==> config.mk <==
export PLATFORM = sky130hd
export DESIGN_NAME = mul_share_sched_flat
export DESIGN_NICKNAME = d
export VERILOG_FILES = /design/src/rtl/mul_share_sched_if.sv /design/src/rtl/mul_share_sched.sv /design/src/flat_wrapper.sv
export SDC_FILE = /design/constraint.sdc
export NUM_CORES = 1
export LEC_CHECK = 0
export CORE_ASPECT_RATIO = 1.75
export CORE_MARGIN = 5
export CORE_UTILIZATION = 35
export DETAILED_ROUTE_END_ITERATION = 16
export GPL_TIMING_DRIVEN = 0
export PLACE_DENSITY_LB_ADDON = 0.1
export SLEW_MARGIN = 20
export SYNTH_ARGS = -nofsm -noshare
export SYNTH_HDL_FRONTEND = slang
export SYNTH_SLANG_ARGS = --single-unit
==> constraint.sdc <==
create_clock -name clk -period 7.03 [get_ports clk]
set_input_delay 0.703 -clock clk [delete_from_list [all_inputs] [get_ports clk]]
set_output_delay 0.703 -clock clk [all_outputs]
set_load 0.05 [all_outputs]
==> src/rtl/mul_share_sched_if.sv <==
// Operand/result bundle between the multiply requesters and the shared multiplier scheduler.
// The requester side drives operands and result-ready. The scheduler side drives grants and results.
interface mul_share_sched_if #(
    parameter int unsigned N_REQ = 2,
    parameter int unsigned WIDTH = 32
);
    logic [N_REQ*WIDTH-1:0] req_a;
    logic [N_REQ*WIDTH-1:0] req_b;
    logic [N_REQ-1:0]       req_valid;
    logic [N_REQ-1:0]       req_ready;
    logic [N_REQ*WIDTH-1:0] res_out;
    logic [N_REQ-1:0]       res_valid;
    logic [N_REQ-1:0]       res_ready;

    modport master (
        output req_a,
        output req_b,
        output req_valid,
        input  req_ready,
        input  res_out,
        input  res_valid,
        output res_ready
    );

    modport slave (
        input  req_a,
        input  req_b,
        input  req_valid,
        output req_ready,
        output res_out,
        output res_valid,
        input  res_ready
    );
endinterface

==> src/rtl/mul_share_sched.sv <==
// Round-robin scheduler sharing one pipelined multiplier among N_REQ elastic requesters.
// Each port has at most one op outstanding, so the pipe never stalls and results never collide.
module mul_share_sched #(
    parameter int unsigned N_REQ   = 2,
    parameter int unsigned WIDTH   = 32,
    parameter int unsigned MUL_LAT = 3
) (
    input logic             clk,
    input logic             rst,
    mul_share_sched_if.slave bus
);
    localparam int unsigned TagW  = (N_REQ > 1) ? $clog2(N_REQ) : 1;
    localparam int unsigned HalfW = WIDTH / 2;
    localparam int unsigned HighW = WIDTH - HalfW;

    typedef logic [TagW-1:0] tag_t;
    typedef enum logic [1:0] {StIdle, StInflight, StDone} port_state_e;

    port_state_e            state_q [N_REQ];
    port_state_e            state_d [N_REQ];
    logic [N_REQ-1:0]       eligible;
    logic [N_REQ-1:0]       grant;
    logic                   found;
    int unsigned            idx;
    tag_t                   grant_idx;
    tag_t                   last_grant_q;
    logic                   issue;
    logic [WIDTH-1:0]       issue_a;
    logic [WIDTH-1:0]       issue_b;
    logic [WIDTH-1:0]       issue_lo;
    logic [HighW-1:0]       issue_hi;
    logic [MUL_LAT-1:0]     pipe_valid_q;
    tag_t                   pipe_tag_q [MUL_LAT];
    logic [WIDTH-1:0]       pipe_lo_q  [MUL_LAT];
    logic [HighW-1:0]       pipe_hi_q  [MUL_LAT];
    logic                   exit_valid;
    tag_t                   exit_tag;
    logic [WIDTH-1:0]       exit_prod;
    logic [WIDTH-1:0]       res_q [N_REQ];

    // Low WIDTH bits of a*b as lo + (hi << HalfW). Modular arithmetic makes this equal to the
    // low bits of the signed product, so no sign handling is needed.
    function automatic logic [WIDTH-1:0] combine(input logic [WIDTH-1:0] lo,
                                                 input logic [HighW-1:0] hi);
        return lo + {hi, {HalfW{1'b0}}};
    endfunction

    always_comb begin
        eligible = '0;
        for (int i = 0; i < N_REQ; i++) begin
            eligible[i] = rst && (state_q[i] == StIdle) && bus.req_valid[i];
        end
    end

    // Search starts one past the last winner; first eligible port takes the slot.
    always_comb begin
        grant     = '0;
        grant_idx = '0;
        found     = 1'b0;
        idx       = 0;
        for (int k = 0; k < N_REQ; k++) begin
            idx = (int'(last_grant_q) + 1 + k) % N_REQ;
            if (!found && eligible[idx]) begin
                found      = 1'b1;
                grant[idx] = 1'b1;
                grant_idx  = tag_t'(idx);
            end
        end
    end

    assign issue         = found;
    assign bus.req_ready = grant;

    always_comb begin
        issue_a  = bus.req_a[int'(grant_idx)*WIDTH +: WIDTH];
        issue_b  = bus.req_b[int'(grant_idx)*WIDTH +: WIDTH];
        issue_lo = issue_a * {{HighW{1'b0}}, issue_b[HalfW-1:0]};
        issue_hi = issue_a[HighW-1:0] * issue_b[WIDTH-1:HalfW];
    end

    always_ff @(posedge clk or negedge rst) begin
        if (!rst) begin
            last_grant_q <= tag_t'(N_REQ - 1);
        end else if (issue) begin
            last_grant_q <= grant_idx;
        end
    end

    // Stage 0 holds the two partial products; later stages hold the folded product.
    always_ff @(posedge clk or negedge rst) begin
        if (!rst) begin
            pipe_valid_q <= '0;
            for (int s = 0; s < MUL_LAT; s++) begin
                pipe_tag_q[s] <= '0;
                pipe_lo_q[s]  <= '0;
                pipe_hi_q[s]  <= '0;
            end
        end else begin
            pipe_valid_q[0] <= issue;
            pipe_tag_q[0]   <= grant_idx;
            pipe_lo_q[0]    <= issue_lo;
            pipe_hi_q[0]    <= issue_hi;
            for (int s = 1; s < MUL_LAT; s++) begin
                pipe_valid_q[s] <= pipe_valid_q[s-1];
                pipe_tag_q[s]   <= pipe_tag_q[s-1];
                pipe_lo_q[s]    <= combine(pipe_lo_q[s-1], pipe_hi_q[s-1]);
                pipe_hi_q[s]    <= '0;
            end
        end
    end

    always_comb begin
        exit_valid = pipe_valid_q[MUL_LAT-1];
        exit_tag   = pipe_tag_q[MUL_LAT-1];
        exit_prod  = combine(pipe_lo_q[MUL_LAT-1], pipe_hi_q[MUL_LAT-1]);
    end

    always_comb begin
        for (int i = 0; i < N_REQ; i++) begin
            state_d[i] = state_q[i];
            unique case (state_q[i])
                StIdle:     if (grant[i]) state_d[i] = StInflight;
                StInflight: if (exit_valid && (exit_tag == tag_t'(i))) state_d[i] = StDone;
                StDone:     if (bus.res_ready[i]) state_d[i] = StIdle;
                default:    state_d[i] = StIdle;
            endcase
        end
    end

    always_ff @(posedge clk or negedge rst) begin
        if (!rst) begin
            for (int i = 0; i < N_REQ; i++) begin
                state_q[i] <= StIdle;
            end
        end else begin
            for (int i = 0; i < N_REQ; i++) begin
                state_q[i] <= state_d[i];
            end
        end
    end

    always_ff @(posedge clk or negedge rst) begin
        if (!rst) begin
            for (int i = 0; i < N_REQ; i++) begin
                res_q[i] <= '0;
            end
        end else if (exit_valid) begin
            res_q[exit_tag] <= exit_prod;
        end
    end

    always_comb begin
        bus.res_out   = '0;
        bus.res_valid = '0;
        for (int i = 0; i < N_REQ; i++) begin
            bus.res_out[i*WIDTH +: WIDTH] = res_q[i];
            bus.res_valid[i]              = (state_q[i] == StDone);
        end
    end

`ifndef SYNTHESIS
    a_grant_onehot: assert property (@(posedge clk) disable iff (!rst) $onehot0(grant));
    a_grant_eligible: assert property (@(posedge clk) disable iff (!rst)
                                       ((grant & ~eligible) == '0));
`endif

endmodule

==> src/flat_wrapper.sv <==
// flat-port wrapper written by rule: the top's interface ports become plain ports
module mul_share_sched_flat 
#(
    parameter int unsigned N_REQ   = 2,
    parameter int unsigned WIDTH   = 32,
    parameter int unsigned MUL_LAT = 3
)
  (clk, rst, bus_req_a, bus_req_b, bus_req_valid, bus_req_ready, bus_res_out, bus_res_valid, bus_res_ready);
  mul_share_sched_if #(.N_REQ(N_REQ), .WIDTH(WIDTH)) bus_i ();
  input logic clk;
  input logic rst;
  input wire logic [$bits(bus_i.req_a)-1:0] bus_req_a;
  input wire logic [$bits(bus_i.req_b)-1:0] bus_req_b;
  input wire logic [$bits(bus_i.req_valid)-1:0] bus_req_valid;
  output wire logic [$bits(bus_i.req_ready)-1:0] bus_req_ready;
  output wire logic [$bits(bus_i.res_out)-1:0] bus_res_out;
  output wire logic [$bits(bus_i.res_valid)-1:0] bus_res_valid;
  input wire logic [$bits(bus_i.res_ready)-1:0] bus_res_ready;
  assign bus_i.req_a = bus_req_a;
  assign bus_i.req_b = bus_req_b;
  assign bus_i.req_valid = bus_req_valid;
  assign bus_req_ready = bus_i.req_ready;
  assign bus_res_out = bus_i.res_out;
  assign bus_res_valid = bus_i.res_valid;
  assign bus_i.res_ready = bus_res_ready;
  mul_share_sched #(.N_REQ(N_REQ), .WIDTH(WIDTH), .MUL_LAT(MUL_LAT)) u_core (.clk(clk), .rst(rst), .bus(bus_i));
endmodule
==> impl_metrics.py <==
metrics = {
    "run_status": {
        "status": "complete, but fails checks",
        "failed_checks": "negative setup slack",
    },
    "drt": {
        "m1WireLength_um": 27600,
        "routed_wirelength_um": 79600,
        "route.detailed.vias_per_inst": 5.00,
        "route.antenna.remaining_nets": 0,
        "maxUsedRoutingLayer": "met4",
        "wl_per_cell_um": 23.3,
        "dr.first_iter.drc_count": 838,
        "dr_total_vias": 17100,
        "routed-wl-met2_um": 41800,
        "wl_met3_um": 3520,
        "route.detailed.drc": 0,
        "drt_pre_antenna_iters": 5,
    },
    "job": {
        "count_of_max_cap_constraint_violations": 0,
    },
    "clocking": {
        "cts_sinks": 187,
        "clockBufferDepth": 2,
        "clock_tree.root_cell": "sky130_fd_sc_hd__clkbuf_16",
        "cts-buffers-inserted": 17,
        "clk_transition_reported_paths_ns": 0.07,
        "post_cts_hold_buffer_count": 0,
        "cts_tree": "yes",
        "clkLatencyLatePin_ns": 0.43,
        "cts_max_level": 4,
    },
    "setup_path": {
        "crit_path_max_incr_delay_ns": 0.51,
        "rr_worst_depth": 32,
        "timing_worst_setup_path_type": "flip-flop to flip-flop",
        "timing.rr.start": "u_core.state_q[0]",
        "critical-path-slowest-cell": "sky130_fd_sc_hd__fa_1",
        "critical-path-top-cell-by-count": "sky130_fd_sc_hd__fa_1",
        "crit-reg2reg-capture": "u_core.pipe_lo_q[94]",
        "worst_case_register_to_register_setup_slack_ns": -0.59,
        "required_ns": 7.36,
        "worst_setup_path_end_kind": "flip-flop",
        "critPathLaunchType": "flip-flop",
        "critPathArrivalTime_ns": 7.95,
        "path_max_fanout": 8,
    },
    "timing": {
        "tightest_slew_ns": 1.09,
        "report.final.setup_viol": 15,
        "hold_viol_final": 0,
        "rsz0062_at_grt": "true",
        "achievable-frequency_ghz": 0.131,
        "final.setup_skew_ns": 0.00782,
        "final-max-slew-violation-count": 0,
        "timing.final.ws_setup_ns": -0.589,
        "timing.final.crit_period_ns": 7.62,
        "final.period_utilization": 1.08,
        "slew_hr": 0.265,
    },
    "synthesis": {
        "yosys.area.top_type_share": 0.347,
        "dominantRegCellSynth": "sky130_fd_sc_hd__dfrtp_1",
        "yosys-top-cells-area": "sky130_fd_sc_hd__fa_1 (35%), sky130_fd_sc_hd__dfrtp_1 (21%), sky130_fd_sc_hd__inv_1 (7.7%)",
        "post_synth_instance_area_um2": 22200,
        "synth_async_sr_flop_share": 1.00,
        "synthMostInstantiatedCell": "sky130_fd_sc_hd__inv_1",
        "number_of_enable_flip_flop_cells_after_synthesis": 0,
        "synth_area_per_cell_um2": 9.86,
        "syn-num-nets": 2902,
        "synth_warnings": 0,
        "synthDominantAreaCellType": "sky130_fd_sc_hd__fa_1",
        "post_synth_num_cell_types": 61,
        "syn-instance-count": 2254,
        "seq_cells_post_synth": 187,
        "yosysSeqAreaShare": 0.211,
        "post_synth_most_frequent_cells": "sky130_fd_sc_hd__inv_1 (457), sky130_fd_sc_hd__fa_1 (385), sky130_fd_sc_hd__nand2_1 (322), sky130_fd_sc_hd__nor2_1 (228), sky130_fd_sc_hd__dfrtp_1 (186)",
    },
    "die": {
        "die_width_um": 201,
        "ioPinCount": 202,
        "coreArea_um2": 63200,
        "chipHeight_um": 343,
        "floorplan.initialDensity": 0.352,
        "number_of_cell_rows": 122,
        "fp.dieArea_um2": 68800,
    },
    "place": {
        "place.port_buffers": 201,
        "place_congestion": 0.913,
        "dpl_cell_area_um2": 25600,
        "dp.final_hpwl_um": 64000,
    },
    "layout": {
        "area_of_all_placed_cells_without_fillers_um2": 28600,
        "post-route-util": 0.452,
        "layout-area-overhead-vs-synth_pct": 28.5,
        "finish.net_count": 3242,
        "drive_gt1_frac": 0.186,
    },
    "global_routing": {
        "first_global_vias": 19300,
        "wire_length_of_the_first_global_routing_pass_um": 119000,
        "grt_antenna_before_repair": 0,
        "grt_usage": 0.233,
        "largest_net_degree_at_the_start_of_global_routing": 103,
        "grt-ovfl-total": 0,
    },
    "hold_path": {
        "hold_wc_path_type": "input port to async pin",
    },
}
-- layout make-up --
cell class | instances | area, um2
clock inverter | 15 | 131
timing repair buffer | 326 | 3420
fill | 6168 | 34600
clock buffer | 17 | 425
inverter | 457 | 1720
tap | 806 | 1010
multi-input combinational | 1539 | 16500
sequential | 187 | 4680
buffer | 66 | 671
antenna | 2 | 5.00
-- state kept, by name, summed over array words and instances (netlist names) --
signal and count:
u_core.pipe_lo_q 96, u_core.exit_tag 1, u_core.pipe_tag_q 2, u_core.pipe_hi_q 16, u_core.state_q 4, u_core.pipe_valid_q 3, u_core.last_grant_q 1, u_core.bus.res_out 64
-- placed cells by master, fill, tap and decap left out, types with 13 or more instances in the layout --
cell,n
sky130_fd_sc_hd__buf_4,86
sky130_fd_sc_hd__a21oi_1,26
sky130_fd_sc_hd__ha_1,110
sky130_fd_sc_hd__clkbuf_2,18
sky130_fd_sc_hd__mux2i_1,13
sky130_fd_sc_hd__buf_6,17
sky130_fd_sc_hd__clkbuf_16,22
sky130_fd_sc_hd__clkdlybuf4s50_1,198
sky130_fd_sc_hd__nor2_1,216
sky130_fd_sc_hd__xnor2_1,73
sky130_fd_sc_hd__xor2_1,15
sky130_fd_sc_hd__ha_4,14
sky130_fd_sc_hd__fa_1,373
sky130_fd_sc_hd__and2_1,23
sky130_fd_sc_hd__a21o_1,15
sky130_fd_sc_hd__mux2i_4,26
sky130_fd_sc_hd__inv_1,447
sky130_fd_sc_hd__mux2_2,104
sky130_fd_sc_hd__dfrtp_1,186
sky130_fd_sc_hd__buf_12,23
sky130_fd_sc_hd__nand2_1,319
-- worst max path at each step --
| stage | start | slack (ns) | to |
|---|---|---|---|
| floorplan | rst | -0.14 | u_core.pipe_lo_q[93] |
| global route | u_core.state_q[0] | -0.79 | u_core.pipe_lo_q[94] |
| finish | u_core.state_q[0] | -0.59 | u_core.pipe_lo_q[94] |
| CTS | u_core.state_q[0] | -0.76 | u_core.pipe_lo_q[93] |
| global placement | rst | -10.12 | u_core.pipe_lo_q[92] |
| detailed placement | rst | -2.81 | u_core.pipe_lo_q[92] |
-- stage by stage --
stage	setup TNS (ns)	hold slack [ns]	worst slack [ns]	std cells
after floorplan	-0.335	0.331	-0.143	2254
after global placement	-821.01	0.331	-10.12	3261
after detailed placement	-52.08	0.335	-2.81	3264
after CTS	-6.99	0.0594	-0.758	3377
after global routing	-8.44	0.0676	-0.792	3413
final	-5.46	0.0838	-0.589	3415
-- critical path, delay by kind of cell (launching register included) --
family          cells  cell delay [ns]
fa+ha+maj           7             3.14
buf+inv            13             1.64
compound gates      6             1.14
simple gates        4             0.56
flops               1             0.39
mux                 1             0.35
xor+xnor            1             0.24
-- metal layers --
metal / vias to the layer above / GRT usage
li1: 7466 / -
met1: 8776 / 0.239
met2: 619 / 0.435
met3: 227 / 0.0339
met4: 0 / 0.163
met5: - / 0
-- cells by family (layout without fill, tap and decap cells) --
group,count (synthesis),in the layout,share of synthesized area
simple gates,632,632,0.117
buf+inv,528,881,0.0918
fa+ha+maj,514,514,0.419
flops,187,187,0.211
mux,166,166,0.0834
compound gates,121,121,0.0360
xor+xnor,106,106,0.0424
other cells,0,2,0
-- repair_timing --
| item | CTS | global route |
|---|---|---|
| gates cloned | 4 | 1 |
| buffers inserted | 80 | 39 |
| setup endpoints to repair | 31 | 20 |
| pin swaps | 54 | 86 |
| gates resized for setup | 172 | 100 |
Power is not shown: default switching activity piles up to over one toggle a cycle in this logic, so the estimate is an artifact.
